--- src/rtl/spike_event_packer_pkg.sv ---
// Shared word-format constants and helpers for the spike event packer and
// for any host logic that decodes the packed FIFO words.
package spike_event_packer_pkg;

   localparam int unsigned WORD_W     = 16;
   localparam int unsigned MARKER_BIT = 15;
   localparam int unsigned IDX_LSB    = 8;
   localparam int unsigned IDX_W      = 7;
   localparam int unsigned MN_BIT     = 7;
   localparam int unsigned IA_BIT     = 6;
   localparam int unsigned FRAME_W    = 15;
   localparam int unsigned CNT_W      = 16;

   typedef logic [WORD_W-1:0] word_t;

   typedef enum logic [1:0] {
      WR_NONE,
      WR_EVENT,
      WR_MARKER
   } wr_sel_e;

   function automatic word_t make_event(input logic [IDX_W-1:0] idx,
                                        input logic mn, input logic ia);
      word_t w;
      w                   = '0;
      w[IDX_LSB +: IDX_W] = idx;
      w[MN_BIT]           = mn;
      w[IA_BIT]           = ia;
      return w;
   endfunction

   function automatic word_t make_marker(input logic [FRAME_W-1:0] frame);
      word_t w;
      w               = '0;
      w[MARKER_BIT]   = 1'b1;
      w[FRAME_W-1:0]  = frame;
      return w;
   endfunction

   function automatic logic [CNT_W-1:0] sat_add(input logic [CNT_W-1:0] a,
                                                input logic [1:0] inc);
      logic [CNT_W:0] s;
      s = {1'b0, a} + (CNT_W+1)'(inc);
      return s[CNT_W] ? '1 : s[CNT_W-1:0];
   endfunction

endpackage

--- src/rtl/spike_event_packer_if.sv ---
// Spike sampling inputs and host readout port of the spike event packer.
interface spike_event_packer_if
   import spike_event_packer_pkg::*;
#(
   parameter int unsigned NN = 8,
   parameter int unsigned AW = 4
);
   logic [NN:0]        neuronIndex;
   logic               sample_en;
   logic               frame_start;
   logic               MN_spike;
   logic               Ia_spike;
   logic               clear;
   logic               rd_en;
   logic [WORD_W-1:0]  rd_data;
   logic               rd_valid;
   logic [AW:0]        word_count;
   logic               overflow;
   logic [CNT_W-1:0]   dropped_cnt;

   modport slave (
      input  neuronIndex, sample_en, frame_start, MN_spike, Ia_spike, clear, rd_en,
      output rd_data, rd_valid, word_count, overflow, dropped_cnt
   );

   modport master (
      output neuronIndex, sample_en, frame_start, MN_spike, Ia_spike, clear, rd_en,
      input  rd_data, rd_valid, word_count, overflow, dropped_cnt
   );
endinterface

--- src/rtl/spike_event_packer_sync_fifo16.sv ---
// 16-bit synchronous FIFO, 2^AW deep, with one-extra-bit pointers; the
// storage array is deliberately left unreset so it maps onto RAM.
module sync_fifo16
   import spike_event_packer_pkg::*;
#(
   parameter int unsigned AW = 4
) (
   input  logic              clk,
   input  logic              rst_n,
   input  logic              clear,
   input  logic              push,
   input  logic              pop,
   input  logic [WORD_W-1:0] din,
   output logic [WORD_W-1:0] dout,
   output logic              full,
   output logic              empty,
   output logic [AW:0]       count
);

   logic [AW:0]       wr_q, wr_d;
   logic [AW:0]       rd_q, rd_d;
   logic              push_ok;
   logic              pop_ok;
   logic [WORD_W-1:0] mem [2**AW];

   assign count = wr_q - rd_q;
   assign full  = count[AW];
   assign empty = (count == '0);
   assign dout  = mem[rd_q[AW-1:0]];

   // A pop frees a slot in the same edge, so a full FIFO still accepts a push.
   assign pop_ok  = pop & ~empty & ~clear;
   assign push_ok = push & (~full | pop_ok) & ~clear;

   always_comb begin
      wr_d = wr_q;
      rd_d = rd_q;
      if (clear) begin
         wr_d = '0;
         rd_d = '0;
      end else begin
         if (push_ok) wr_d = wr_q + 1'b1;
         if (pop_ok)  rd_d = rd_q + 1'b1;
      end
   end

   always_ff @(posedge clk or negedge rst_n) begin
      if (!rst_n) begin
         wr_q <= '0;
         rd_q <= '0;
      end else begin
         wr_q <= wr_d;
         rd_q <= rd_d;
      end
   end

   always_ff @(posedge clk) begin
      if (push_ok) mem[wr_q[AW-1:0]] <= din;
   end

endmodule

--- src/rtl/spike_event_packer.sv ---
// Packs per-slot motoneuron/Ia spikes and per-sweep frame markers into 16-bit
// words, buffers them in a FIFO for host readout and counts dropped words.
module spike_event_packer
   import spike_event_packer_pkg::*;
#(
   parameter int unsigned NN = 8,
   parameter int unsigned AW = 4
) (
   input logic                  neuron_clk,
   input logic                  reset_sim_n,
   spike_event_packer_if.slave  bus
);

   logic [FRAME_W-1:0] frame_cnt_q, frame_cnt_d;
   logic               overflow_q, overflow_d;
   logic [CNT_W-1:0]   dropped_q, dropped_d;

   wr_sel_e            wr_sel;
   logic               spike_hit;
   logic               collide;
   logic               push;
   logic               pop_ok;
   logic               full_drop;
   logic [IDX_W-1:0]   idx_field;
   word_t              wr_word;
   word_t              fifo_dout;
   logic               fifo_full;
   logic               fifo_empty;
   logic [AW:0]        fifo_count;

   assign spike_hit = bus.sample_en & (bus.MN_spike | bus.Ia_spike);
   assign idx_field = IDX_W'(bus.neuronIndex >> 2);
   assign pop_ok    = bus.rd_en & ~fifo_empty;

   // Marker wins a same-cycle collision; clear suppresses both sources.
   always_comb begin
      wr_sel  = WR_NONE;
      collide = 1'b0;
      if (!bus.clear) begin
         if (bus.frame_start) begin
            wr_sel  = WR_MARKER;
            collide = spike_hit;
         end else if (spike_hit) begin
            wr_sel  = WR_EVENT;
         end
      end
   end

   always_comb begin
      wr_word = '0;
      case (wr_sel)
         WR_MARKER: wr_word = make_marker(frame_cnt_q);
         WR_EVENT:  wr_word = make_event(idx_field, bus.MN_spike, bus.Ia_spike);
         default:   wr_word = '0;
      endcase
   end

   assign push      = (wr_sel != WR_NONE);
   assign full_drop = push & fifo_full & ~pop_ok;

   always_comb begin
      frame_cnt_d = frame_cnt_q;
      overflow_d  = overflow_q;
      dropped_d   = dropped_q;
      if (bus.clear) begin
         frame_cnt_d = '0;
         overflow_d  = 1'b0;
         dropped_d   = '0;
      end else begin
         if (bus.frame_start) frame_cnt_d = frame_cnt_q + 1'b1;
         if (full_drop)       overflow_d  = 1'b1;
         dropped_d = sat_add(dropped_q, {1'b0, collide} + {1'b0, full_drop});
      end
   end

   always_ff @(posedge neuron_clk or negedge reset_sim_n) begin
      if (!reset_sim_n) begin
         frame_cnt_q <= '0;
         overflow_q  <= 1'b0;
         dropped_q   <= '0;
      end else begin
         frame_cnt_q <= frame_cnt_d;
         overflow_q  <= overflow_d;
         dropped_q   <= dropped_d;
      end
   end

   sync_fifo16 #(
      .AW (AW)
   ) u_fifo (
      .clk   (neuron_clk),
      .rst_n (reset_sim_n),
      .clear (bus.clear),
      .push  (push),
      .pop   (bus.rd_en),
      .din   (wr_word),
      .dout  (fifo_dout),
      .full  (fifo_full),
      .empty (fifo_empty),
      .count (fifo_count)
   );

   assign bus.rd_data     = fifo_dout;
   assign bus.rd_valid    = ~fifo_empty;
   assign bus.word_count  = fifo_count;
   assign bus.overflow    = overflow_q;
   assign bus.dropped_cnt = dropped_q;

endmodule

--- src/flat_wrapper.sv ---
// flat-port wrapper written by rule: the top's interface ports become plain ports
module spike_event_packer_flat import spike_event_packer_pkg::*;
#(
   parameter int unsigned NN = 8,
   parameter int unsigned AW = 4
)
  (neuron_clk, reset_sim_n, bus_neuronIndex, bus_sample_en, bus_frame_start, bus_MN_spike, bus_Ia_spike, bus_clear, bus_rd_en, bus_rd_data, bus_rd_valid, bus_word_count, bus_overflow, bus_dropped_cnt);
  spike_event_packer_if #(.NN(NN), .AW(AW)) bus_i ();
  input logic neuron_clk;
  input logic reset_sim_n;
  input wire logic [$bits(bus_i.neuronIndex)-1:0] bus_neuronIndex;
  input wire logic [$bits(bus_i.sample_en)-1:0] bus_sample_en;
  input wire logic [$bits(bus_i.frame_start)-1:0] bus_frame_start;
  input wire logic [$bits(bus_i.MN_spike)-1:0] bus_MN_spike;
  input wire logic [$bits(bus_i.Ia_spike)-1:0] bus_Ia_spike;
  input wire logic [$bits(bus_i.clear)-1:0] bus_clear;
  input wire logic [$bits(bus_i.rd_en)-1:0] bus_rd_en;
  output wire logic [$bits(bus_i.rd_data)-1:0] bus_rd_data;
  output wire logic [$bits(bus_i.rd_valid)-1:0] bus_rd_valid;
  output wire logic [$bits(bus_i.word_count)-1:0] bus_word_count;
  output wire logic [$bits(bus_i.overflow)-1:0] bus_overflow;
  output wire logic [$bits(bus_i.dropped_cnt)-1:0] bus_dropped_cnt;
  assign bus_i.neuronIndex = bus_neuronIndex;
  assign bus_i.sample_en = bus_sample_en;
  assign bus_i.frame_start = bus_frame_start;
  assign bus_i.MN_spike = bus_MN_spike;
  assign bus_i.Ia_spike = bus_Ia_spike;
  assign bus_i.clear = bus_clear;
  assign bus_i.rd_en = bus_rd_en;
  assign bus_rd_data = bus_i.rd_data;
  assign bus_rd_valid = bus_i.rd_valid;
  assign bus_word_count = bus_i.word_count;
  assign bus_overflow = bus_i.overflow;
  assign bus_dropped_cnt = bus_i.dropped_cnt;
  spike_event_packer #(.NN(NN), .AW(AW)) u_core (.neuron_clk(neuron_clk), .reset_sim_n(reset_sim_n), .bus(bus_i));
endmodule
--- config.mk ---
export PLATFORM = sky130hd
export DESIGN_NAME = spike_event_packer_flat
export DESIGN_NICKNAME = d
export VERILOG_FILES = /design/src/rtl/spike_event_packer_pkg.sv /design/src/rtl/spike_event_packer_if.sv /design/src/rtl/spike_event_packer_sync_fifo16.sv /design/src/rtl/spike_event_packer.sv /design/src/flat_wrapper.sv
export SDC_FILE = /design/constraint.sdc
export NUM_CORES = 1
export LEC_CHECK = 0
export ABC_AREA = 1
export CELL_PAD_IN_SITES_DETAIL_PLACEMENT = 0
export CELL_PAD_IN_SITES_GLOBAL_PLACEMENT = 2
export CORE_MARGIN = 4
export CORE_UTILIZATION = 37
export CTS_CLUSTER_DIAMETER = 50
export DETAILED_ROUTE_END_ITERATION = 10
export GPL_TIMING_DRIVEN = 0
export PLACE_DENSITY_LB_ADDON = 0.1
export SLEW_MARGIN = 20
export SYNTH_ARGS = -nofsm -noshare
export SYNTH_HDL_FRONTEND = slang
export SYNTH_SLANG_ARGS = --single-unit
--- constraint.sdc ---
create_clock -name neuron_clk -period 3.35 [get_ports neuron_clk]
set_input_delay 0.335 -clock neuron_clk [delete_from_list [all_inputs] [get_ports neuron_clk]]
set_output_delay 0.335 -clock neuron_clk [all_outputs]
set_load 0.005 [all_outputs]
Word-level counts from Yosys, hierarchy flattened
Memory sizes are Yosys's and may differ from the RTL's.
Index checks and enable logic that the tools add are counted.
W data, S select, Z words.
{"block": "classes", "addsub": 6, "mul": 0, "n_div": 0, "n_lt_le_gt_ge": 0, "n_eq_ne": 2, "shifts": 0, "muxes": 18, "bitwise_logic": 13, "reduce_logical": 6}
{"cell": "$mux W16", "count": 2}
{"cell": "$pmux W16 S2", "count": 1}
{"cell": "$mux W15", "count": 2}
{"cell": "$mux W5", "count": 4}
{"cell": "$add A16 B2 Y17", "count": 1}
{"cell": "$add A15 B1 Y15 const B", "count": 1}
{"cell": "$add A5 B1 Y5 const B", "count": 2}
{"cell": "$reduce_bool A2 Y1", "count": 5}
{"cell": "$and A1 B1 Y1", "count": 7}
{"cell": "$mux W1", "count": 7}
{"cell": "$logic_not A5 Y1", "count": 1}
{"cell": "$sub A5 B5 Y5", "count": 1}
{"cell": "$mux W2", "count": 2}
{"cell": "$not A1 Y1", "count": 4}
{"cell": "$add A1 B1 Y2", "count": 1}
{"cell": "$eq A2 B1 Y1 const B", "count": 1}
{"cell": "$eq A2 B2 Y1 const B", "count": 1}
{"cell": "$or A1 B1 Y1", "count": 2}
{"block": "totals", "regBits": 42, "latch_bits": 0, "ramBits": 256, "romBits": 0, "inputBits": 17, "out_inout_bits": 39, "elab_cells": 51, "mem_count": 1}
{"name": "u_core.u_fifo.mem", "words": 16, "word_bits": 16, "rd": 1, "rd_ports_with_merged_regs": 0, "wr": 1, "line": "spike_event_packer_sync_fifo16.sv:24", "text": "logic [WORD_W-1:0] mem [2**AW];"}

Longest topological paths before layout
Gate-level depths: netlist (run 1).
{"block": "logic_depth", "word_depth": 12, "mapped_depth": 21, "mapped_depth_nobuf": 21}

By module
A second synthesis (run 1) with hierarchy kept.
{"block": "unflattened", "cells_unflattened": 1146, "area_unflattened_um2": 12968.7}
{"module": "sync_fifo16", "instances": 1, "cells_each": 870, "area_each_um2": 10941.7, "seq_area_each_um2": 7937.6}
{"module": "spike_event_packer", "instances": 1, "cells_each": 276, "area_each_um2": 2026.9, "seq_area_each_um2": 800.8}

Worst setup path after synthesis (run 1)
OpenSTA, ideal clock, no wires.
{"block": "synth_timing", "path_kind": "register -> register", "from": "register u_core.u_fifo.rd_q[1]", "to": "memory u_core.u_fifo.mem[3][0], enable pin", "setup_ps": 409, "t_arrival_ps": 2789, "t_required_ps": 2941, "path_slack_ps": 151, "path_stages_with_launch": 12, "n_path_buf": 2, "period_less_slack_ps": 3199, "path_cell_list": "dfrtp_1 -> buf_4 -> inv_2 -> clkbuf_1 -> fa_1 -> nand3_1 -> nand3_1 -> nand2_1 -> nand2_2 -> o21ai_2 -> nand2_4 -> nor3_1"}
{"block": "synth_via", "elab_chain_len": 10, "elab_cells_between_ends": 11, "cone_classes": "add/sub: 1; mux: 2; bitwise: 7; reduce/logical: 1"}
{"element": "start: declaration", "line": "spike_event_packer_sync_fifo16.sv:21", "text": "logic [AW:0] rd_q, rd_d;"}
{"element": "start signal: assignment", "line": "spike_event_packer_sync_fifo16.sv:53", "text": "rd_q <= rd_d;"}
{"element": "$sub A5 B5 Y5 *", "line": "spike_event_packer_sync_fifo16.sv:26", "text": "assign count = wr_q - rd_q;"}
{"element": "via u_core.fifo_full", "line": "spike_event_packer.sv:27", "text": "logic fifo_full;"}
{"element": "$logic_not A5 Y1", "line": "spike_event_packer_sync_fifo16.sv:28", "text": "assign empty = (count == '0);"}
{"element": "$not A1 Y1", "line": "spike_event_packer_sync_fifo16.sv:32", "text": "assign pop_ok = pop & ~empty & ~clear;"}
{"element": "$and A1 B1 Y1 (2 in a row)", "line": "spike_event_packer_sync_fifo16.sv:32"}
{"element": "$or A1 B1 Y1 *", "line": "spike_event_packer_sync_fifo16.sv:33", "text": "assign push_ok = push & (~full | pop_ok) & ~clear;"}
{"element": "$and A1 B1 Y1 * (2 in a row)", "line": "spike_event_packer_sync_fifo16.sv:33"}
{"element": "$mux W1 *", "line": "spike_event_packer_sync_fifo16.sv:58", "text": "if (push_ok) mem[wr_q[AW-1:0]] <= din;"}
{"element": "$mux W1 (not written as such) *", "line": "spike_event_packer_sync_fifo16.sv:58"}
{"element": "end: declaration", "line": "spike_event_packer_sync_fifo16.sv:24"}
Mark *: on every way through the listed nets, which the timed path passes. The rest lies on a longest branch.

Worst setup path in the final report (run 1)
{"block": "layout_timing", "from": "register u_core.u_fifo.rd_q[0]", "to": "output port bus_rd_data[10]"}
{"block": "layout_via", "elab_chain_len": 1}
{"element": "$mem_v2 Z16 W16"}
{"element": "end: declaration", "line": "flat_wrapper.sv:18", "text": "output wire logic [$bits(bus_i.rd_data)-1:0] bus_rd_data;"}
Every way passes these cells.

==> summary.md, run 1 <==
| Metric | Value |
|---|---|
| Worst-Skew Late Latency | between 0.5 and 0.6 ns |
| Iter 0 DRT Violations | approximately 680 |
| Fraction of registers with async set/reset | between 10% and 20% |
| Die Area | approximately 38000 um2 |
| Pwr Total | between 10 and 15 mW |
| Synth top area share | 60.0% |
| Vias in the first global route | slightly below 9000 |
| Dpl ws | -0.587 ns |
| Area Growth Syn to Fin | 22.0% |
| Synth Area in XOR/XNOR | under 10% |
| Relative slew slack | around two fifths |
| Net switching power | 3.79 mW |
| CP startpoint kind | register |
| Post-synth EDFFs | 256 |
| Starting Density | 37.9% |
| Final setup viols | 0 |
| DIE HEIGHT | just under 200 um |
| Layout fillers | around 3200 |
| Leak | between 5 and 6 nW |
| Proportion of layout cells with a drive suffix above 1 | between 15 and 20% |
| Maximum VDD drop | roughly 0.44 mV |
| Die Width | 194 um |
| Gr usage total | 19.5% |
| Worst EP arrival | 2.93 ns |
| Clock sink count | slightly below 300 |
| Vias per inst | a little over 5 |
| Prevailing post-synth register cell | edfxtp_1 |
| Post-synthesis register bit count | approximately 300 |
| Mux contribution to synthesized area | 0% |
| IO Port Bufs | 52 |
| Fin nets | about 1300 |
| Final worst path period share | 97.6% |
| Min Tclk post-route | around 3.3 ns |
| Footprint of the multi-input gates | roughly 3600 um2 |
| H-tree depth | 2 |
| Largest family of logic cells by synthesized area | simple AND/OR/NAND/NOR gates |
| Required time of the critical path | ~3 ns |
| Avg WL per Cell | ~22 um |
| Largest net degree at the start of global routing | 28 |
| Area leader, netlist | edfxtp_1 |
| # diodes | 0 |
| Synth Area in Compound Gates | between 10% and 20% |
| Inserted Clock Buffers | 39 |
| Core area | ~34000 um2 |
| Worst Skew | ~0.0084 ns |
| Max cap viols | 0 |
| Switching share of power | 32.5% |
| First-pass GRT wire length | 56.4 mm |
| Clock power share | 34.0% |
| Cell Area, Synth | between 10000 and 15000 um2 |
| Number of antenna violations at the first check in global routing | 0 |
| TritonCTS clock tree | yes |
| PwrDens | roughly 750 nW/um2 |
| Clk slew on worst S/H paths | roughly 0.050 ns |
| Status | completed |
| Root Driver | clkbuf_16 |
| Antenna viol nets, final | 0 |
| Critical Path Fanout Max | 10 |
| Top cells by count, synth | 256 x edfxtp_1, 199 x nor2_1, 115 x o21ai_0, 108 x nand2_1, 74 x nand3_1 |
| Register area share after synthesis | roughly two thirds |
| DRC violations left | 0 |
| Final wirelength | roughly 37 mm |
| Cells after synthesis | 1120 |
| Routability cong. | 0.788 |
| HP Class | in2reg |
| FF/Latch Area | between 8000 and 9000 um2 |
| Adder-cell share of the synthesized area | under 10% |
| Fmax | 306 MHz |
| Slew at the pin closest to its max-slew limit | 0.897 ns |
| Count leader, synth | edfxtp_1 |
| RSZ-0062 raised after global routing | false |
| Internal power | 7.87 mW |
| Synth Area in Simple Gates | between 10% and 20% |
| Final WS setup | 0.0818 ns |
| Syn nets | about 1200 |
| Num rows | 67 |
| Critical path type | reg2out |
| Syn_area_per_cell | 11.4 um2 |
| GR Overflow Total | 0 |
| DP Wirelength | between 20 and 30 mm |
| Yosys warns | 0 |
| Post-synth cell types | 40 |
| I/O Pins | 56 |
| Vias | between 8000 and 9000 |
| Final hold vios | 0 |
| CTS max path bufs | 3 |
| Comb pwr share | 29.8% |
| Register share of total power | 36.2% |
| CP Capture Type | primary output |
| Synth area leaders | edfxtp_1 60%, dfrtp_1 8.2%, nor2_1 5.8% |
| DRT Pass-1 Iters | 5 |
| Final Max Slew Viols | 0 |
==> routing by layer <==
layer	global-route usage [%]	part of all wire (%)	up-vias
met5	0	0	-
met4	3.98	1.6	0
met3	3.41	4.6	41
met2	31.5	47	216
met1	27.9	46	4324
li1	-	-	4239
==> sequential cells by signal, indices dropped and copies added (netlist names) <==
signal,cells
u_core.frame_cnt_q,15
u_core.bus.overflow,1
u_core.u_fifo.wr_q,5
u_core.bus.dropped_cnt,16
u_core.u_fifo.mem,256
u_core.u_fifo.rd_q,5
==> layout make-up <==
type | count | share of cell area [%]
Sequential cell | 298 | 55.9
Buffer | 58 | 2.12
Clock inverter | 14 | 0.768
Multi-Input combinational cell | 698 | 23.3
Inverter | 65 | 1.62
Tap cell | 448 | 3.58
Timing Repair Buffer | 82 | 5.63
Clock buffer | 53 | 7.11
==> final timing paths <==
| kind | startpoint | endpoint | slack (ns) | cells after the start |
|---|---|---|---|---|
| worst max-delay path | u_core.u_fifo.rd_q[0] | bus_rd_data[10] | 0.08 | 6 |
| worst min-delay path | bus_frame_start | u_core.frame_cnt_q[13] | 0.22 | 3 |
| worst max register to register | u_core.u_fifo.wr_q[0] | u_core.u_fifo.mem[9][10] | 0.24 | 14 |
| worst min register to register | u_core.bus.overflow | u_core.bus.overflow | 0.51 | 2 |
| max in group asynchronous | reset_sim_n | u_core.bus.dropped_cnt[8] | 2.54 | 3 |
| min in group asynchronous | reset_sim_n | u_core.frame_cnt_q[5] | 0.30 | 2 |
==> timing repair <==
action                                 CTS  global route
setup buffers                            2             1
hold buffers                             1             0
endpoints found under the hold margin   15             0
pin swaps                                2             2
gates resized for setup                 13            18
setup endpoints to repair              192           107
==> logic make-up after synthesis <==
family                   Yosys count
flip-flops                       298
AND/OR/NAND/NOR                  434
AO/OA/AOI/OAI                    235
XOR/XNOR                          16
buffers and inverters            124
adder cells (fa/ha/maj)           13
==> per-stage QoR <==
stage / instance area [um2] / hold WS [ns] / setup TNS, ns / instances / utilization (%)
floorplan: 12800 / 0.0394 / 0 / 1120 / -
global placement: 13900 / 0.493 / -368.06 / 1620 / 41.0
detailed placement: 14300 / 0.305 / -37.95 / 1646 / 42.3
CTS: 15600 / 0.200 / -0.0182 / 1715 / 46.1
global route: 15600 / 0.236 / 0 / 1716 / 46.2
finish: 15600 / 0.223 / 0 / 1716 / 46.2
==> power groups by stage <==
stage / registers (mW) / clock network [mW] / logic [mW]
2_1_floorplan: 4.27 / 0 / 1.92
3_3_place_gp: 4.30 / 0 / 3.43
3_5_place_dp: 4.29 / 0 / 3.47
4_1_cts: 4.22 / 4.06 / 3.52
5_1_grt: 4.23 / 4.23 / 3.86
6_report: 4.22 / 3.97 / 3.47
==> placed cells by master (no fill, tap or decap), types with 12 or more instances in the layout <==
master | netlist | routed
edfxtp_1 | 256 | 256
nor2_1 | 199 | 180
nand2_1 | 108 | 108
o21ai_0 | 115 | 106
nand3_1 | 74 | 74
inv_1 | 55 | 54
clkdlybuf4s50_1 | 0 | 51
clkbuf_16 | 0 | 41
dfrtp_1 | 42 | 40
o21ai_1 | 33 | 33
o211ai_1 | 32 | 32
o22ai_1 | 32 | 32
clkbuf_1 | 27 | 26
nor2_2 | 3 | 19
buf_2 | 18 | 17
buf_6 | 6 | 17
a21oi_1 | 16 | 16
nor3_1 | 18 | 15
xor2_1 | 14 | 14
buf_4 | 6 | 14
nand4_1 | 12 | 12
==> critical path, stage by stage (launching register included) <==
cell and delay, ns:
dfrtp_2 0.47, clkbuf_1 0.55, o21ai_0 0.20, o211ai_1 0.34, nand3_1 0.19, nand3_1 0.14
clkdlybuf4s50_1 0.51
Note: power is estimated with default switching activity, not from simulation.
==> inputs of run 2 (changes only) <==
Settings changed: SKIP_CTS_REPAIR_TIMING set to 1.
==> run 2 against run 1 <==
Against the previous run:
- flip-flop and latch count is the same
- critical path type unchanged
- final cell count grew 0.12%
- highest routed layer unchanged
- fmax grew 1.0%
- critical endpoint unchanged
==> summary.md, run 2 (synthesized netlist as in run 1, its figures left out) <==
| Metric | Value |
|---|---|
| Crit path largest cell delay | 0.53 ns (-0.02 ns) |
| DIE HEIGHT | 194 um (unchanged) |
| Starting Density | 37.9% (unchanged) |
| Routability cong. | 0.788 (unchanged) |
| Proportion of layout cells with a drive suffix above 1 | 15.5% (+0.45 points) |
| Final worst path period share | 96.6% (-0.98 points) |
| IO Port Bufs | 52 (unchanged) |
| Top cell by count, worst path | nand3_1 |
| FF-to-FF Start | u_core.u_fifo.rd_q[2] |
| CP Cell Sequence | clkbuf_1 > o21ai_0 > o211ai_1 > nand3_1 > nand3_1 > clkdlybuf4s50_1 |
| Pwr Total | 11.7 mW (+0.14%) |
| PwrDens | 746 nW/um2 (about the same) |
| Die Width | 194 um (unchanged) |
| Inserted Clock Buffers | 39 (unchanged) |
| Clock sink count | 298 (unchanged) |
| Worst-Skew Late Latency | 0.51 ns (about the same) |
| Fin nets | 1274 (+0.16%) |
| Die Area | 37700 um2 (unchanged) |
| Worst Reg-to-Reg Cells | 13 (-1) |
| Max FFs per register | 256 (unchanged) |
| Max cap viols | 0 (unchanged) |
| Clk slew on worst S/H paths | 0.05 ns (about the same) |
| Slew at the pin closest to its max-slew limit | 0.916 ns (+0.0190 ns) |
| Final hold vios | 0 (unchanged) |
| H-tree depth | 2 (unchanged) |
| R2r setup slk | 0.20 ns (-0.04 ns) |
| Iter 0 DRT Violations | 687 (+1.5%) |
| DP Wirelength | 25.8 mm (unchanged) |
| Critical path type | reg2out |
| Final WS setup | 0.115 ns (+0.0328 ns) |
| Met3 WL post-DR | 1.65 mm (-2.7%) |
| CP Capture Type | primary output |
| RSZ-0062 raised after global routing | false |
| DRT Pass-1 Iters | 5 (unchanged) |
| CTS max path bufs | 3 (unchanged) |
| TritonCTS clock tree | yes |
| Layout fillers | 3163 (+0.19%) |
| Final Max Slew Viols | 0 (unchanged) |
| FF-to-FF End | u_core.u_fifo.mem[2][4] |
| Post-Route Utilization | 46.2% (about the same) |
| Avg WL per Cell | 21.6 um (about the same) |
| Gr usage total | 19.5% (about the same) |
| HP Class | in2reg |
| First-pass GRT wire length | 56.4 mm (unchanged) |
| Fmax | 309 MHz (+1.0%) |
| Vias in the first global route | 8936 (-0.034%) |
| Min Tclk post-route | 3.24 ns (-0.0328 ns) |
| Vias | 8798 (-0.25%) |
| # placed instances | 1646 (unchanged) |
| Worst EP arrival | 2.90 ns (-0.03 ns) |
| Status | completed |
| Crit path max-delay family | buffers and inverters |
| Relative slew slack | 38.8% (-1.3 points) |
| Worst Skew | 0.00876 ns (+0.000394 ns) |
| Highest metal used | met4 |
| Maximum VDD drop | 0.450 mV (+1.8%) |
| Metal2 WL | 17.4 mm (-0.63%) |
| Slowest-stage cell, CP | clkbuf_1 |
| Most frequent cells in the layout | 256 x edfxtp_1, 178 x nor2_1, 108 x nand2_1 |
| Non-Filler Instances | 1718 (+0.12%) |
| Dpl ws | -0.587 ns (unchanged) |
| Root Driver | clkbuf_16 |
| Core area | 33900 um2 (unchanged) |
| Vias per inst | 5.12 (-0.37%) |
| Num rows | 67 (unchanged) |
| I/O Pins | 56 (unchanged) |
| Number of antenna violations at the first check in global routing | 0 (unchanged) |
| # diodes | 0 (unchanged) |
| Min Hold Slack | 0.223 ns (-0.000244 ns) |
| Worst path bufs/invs | 2 (unchanged) |
| Required time of the critical path | 3.01 ns (about the same) |
| Antenna viol nets, final | 0 (unchanged) |
| GR Overflow Total | 0 (unchanged) |
| CP startpoint kind | register |
| Area Growth Syn to Fin | 22.1% (about the same) |
| Met1 wire length | 17.4 mm (+0.99%) |
| Largest net degree at the start of global routing | 28 (unchanged) |
| Leak | 5.68 nW (-0.13%) |
| DRC violations left | 0 (unchanged) |
| Final setup viols | 0 (unchanged) |
| Beginning of the worst hold path | bus_frame_start |
| Most common cell after layout, fill and taps aside | edfxtp_1 |
| Critical Path Fanout Max | 10 (unchanged) |
| Final wirelength | 37.1 mm (about the same) |
| WHS Path Cells | 3 (unchanged) |
| Hold Crit Endpoint | u_core.frame_cnt_q[13] |
-- run 2: changes by cell type in the layout (fill, tap and decap cells not counted), moves of 2 or more --
cell | before | now
nor2_1 | 180 | 178
nor2_2 | 19 | 22
inv_4 | 4 | 1
clkinvlp_4 | 3 | 5
buf_2 | 17 | 19
-- run 2: stage by stage --
step / cell area, um2 / setup TNS [ns]
after floorplan: 12800 / 0
after global placement: 13900 / -368.06
after detailed placement: 14300 / -37.95
after CTS: 15500 / -32.39
after global routing: 15700 / 0
final: 15700 / 0
-- run 2: report_power, final --
part           total [mW]  switching, mW  internal [mW]  leakage [nW]
Sequential           4.22         0.0682           4.15          2.97
Clock                3.97           1.56           2.41         0.598
Combinational        3.49           2.17           1.32          2.11
-- run 2: per-layer routing --
metal / vias up / global-route usage (%)
met3: 44 / 3.41
met4: 0 / 4.09
li1: 4240 / -
met5: - / 0
met2: 212 / 31.4
met1: 4302 / 28.0
-- run 2: how the worst max path moves through the flow --
stage	from	endpoint	depth (start not counted)
final	u_core.u_fifo.rd_q[0]	bus_rd_data[10]	6
after global routing	u_core.u_fifo.rd_q[0]	bus_rd_data[4]	9
after CTS	u_core.u_fifo.rd_q[1]	bus_rd_valid	8
after detailed placement	bus_clear	u_core.bus.dropped_cnt[14]	14
after global placement	u_core.u_fifo.rd_q[2]	u_core.u_fifo.mem[11][5]	11
after floorplan	u_core.u_fifo.rd_q[1]	u_core.u_fifo.mem[3][0]	11
-- run 2: tightest hold or removal path: cells and delay by family --
family	cells	cell delay, ns
AO/OA/AOI/OAI	1	0.07
buffers and inverters	1	0.17
AND/OR/NAND/NOR	1	0.11
-- run 2: layout make-up --
class,count,area (um2),area share [%]
repair buffers,83,876,5.60
multi-input cells,698,3650,23.3
flip-flops and latches,298,8740,55.9
clock buffers,53,1110,7.10
clock inverters,14,120,0.768
plain buffers,59,338,2.16
well taps,448,561,3.58
inverters,65,254,1.62
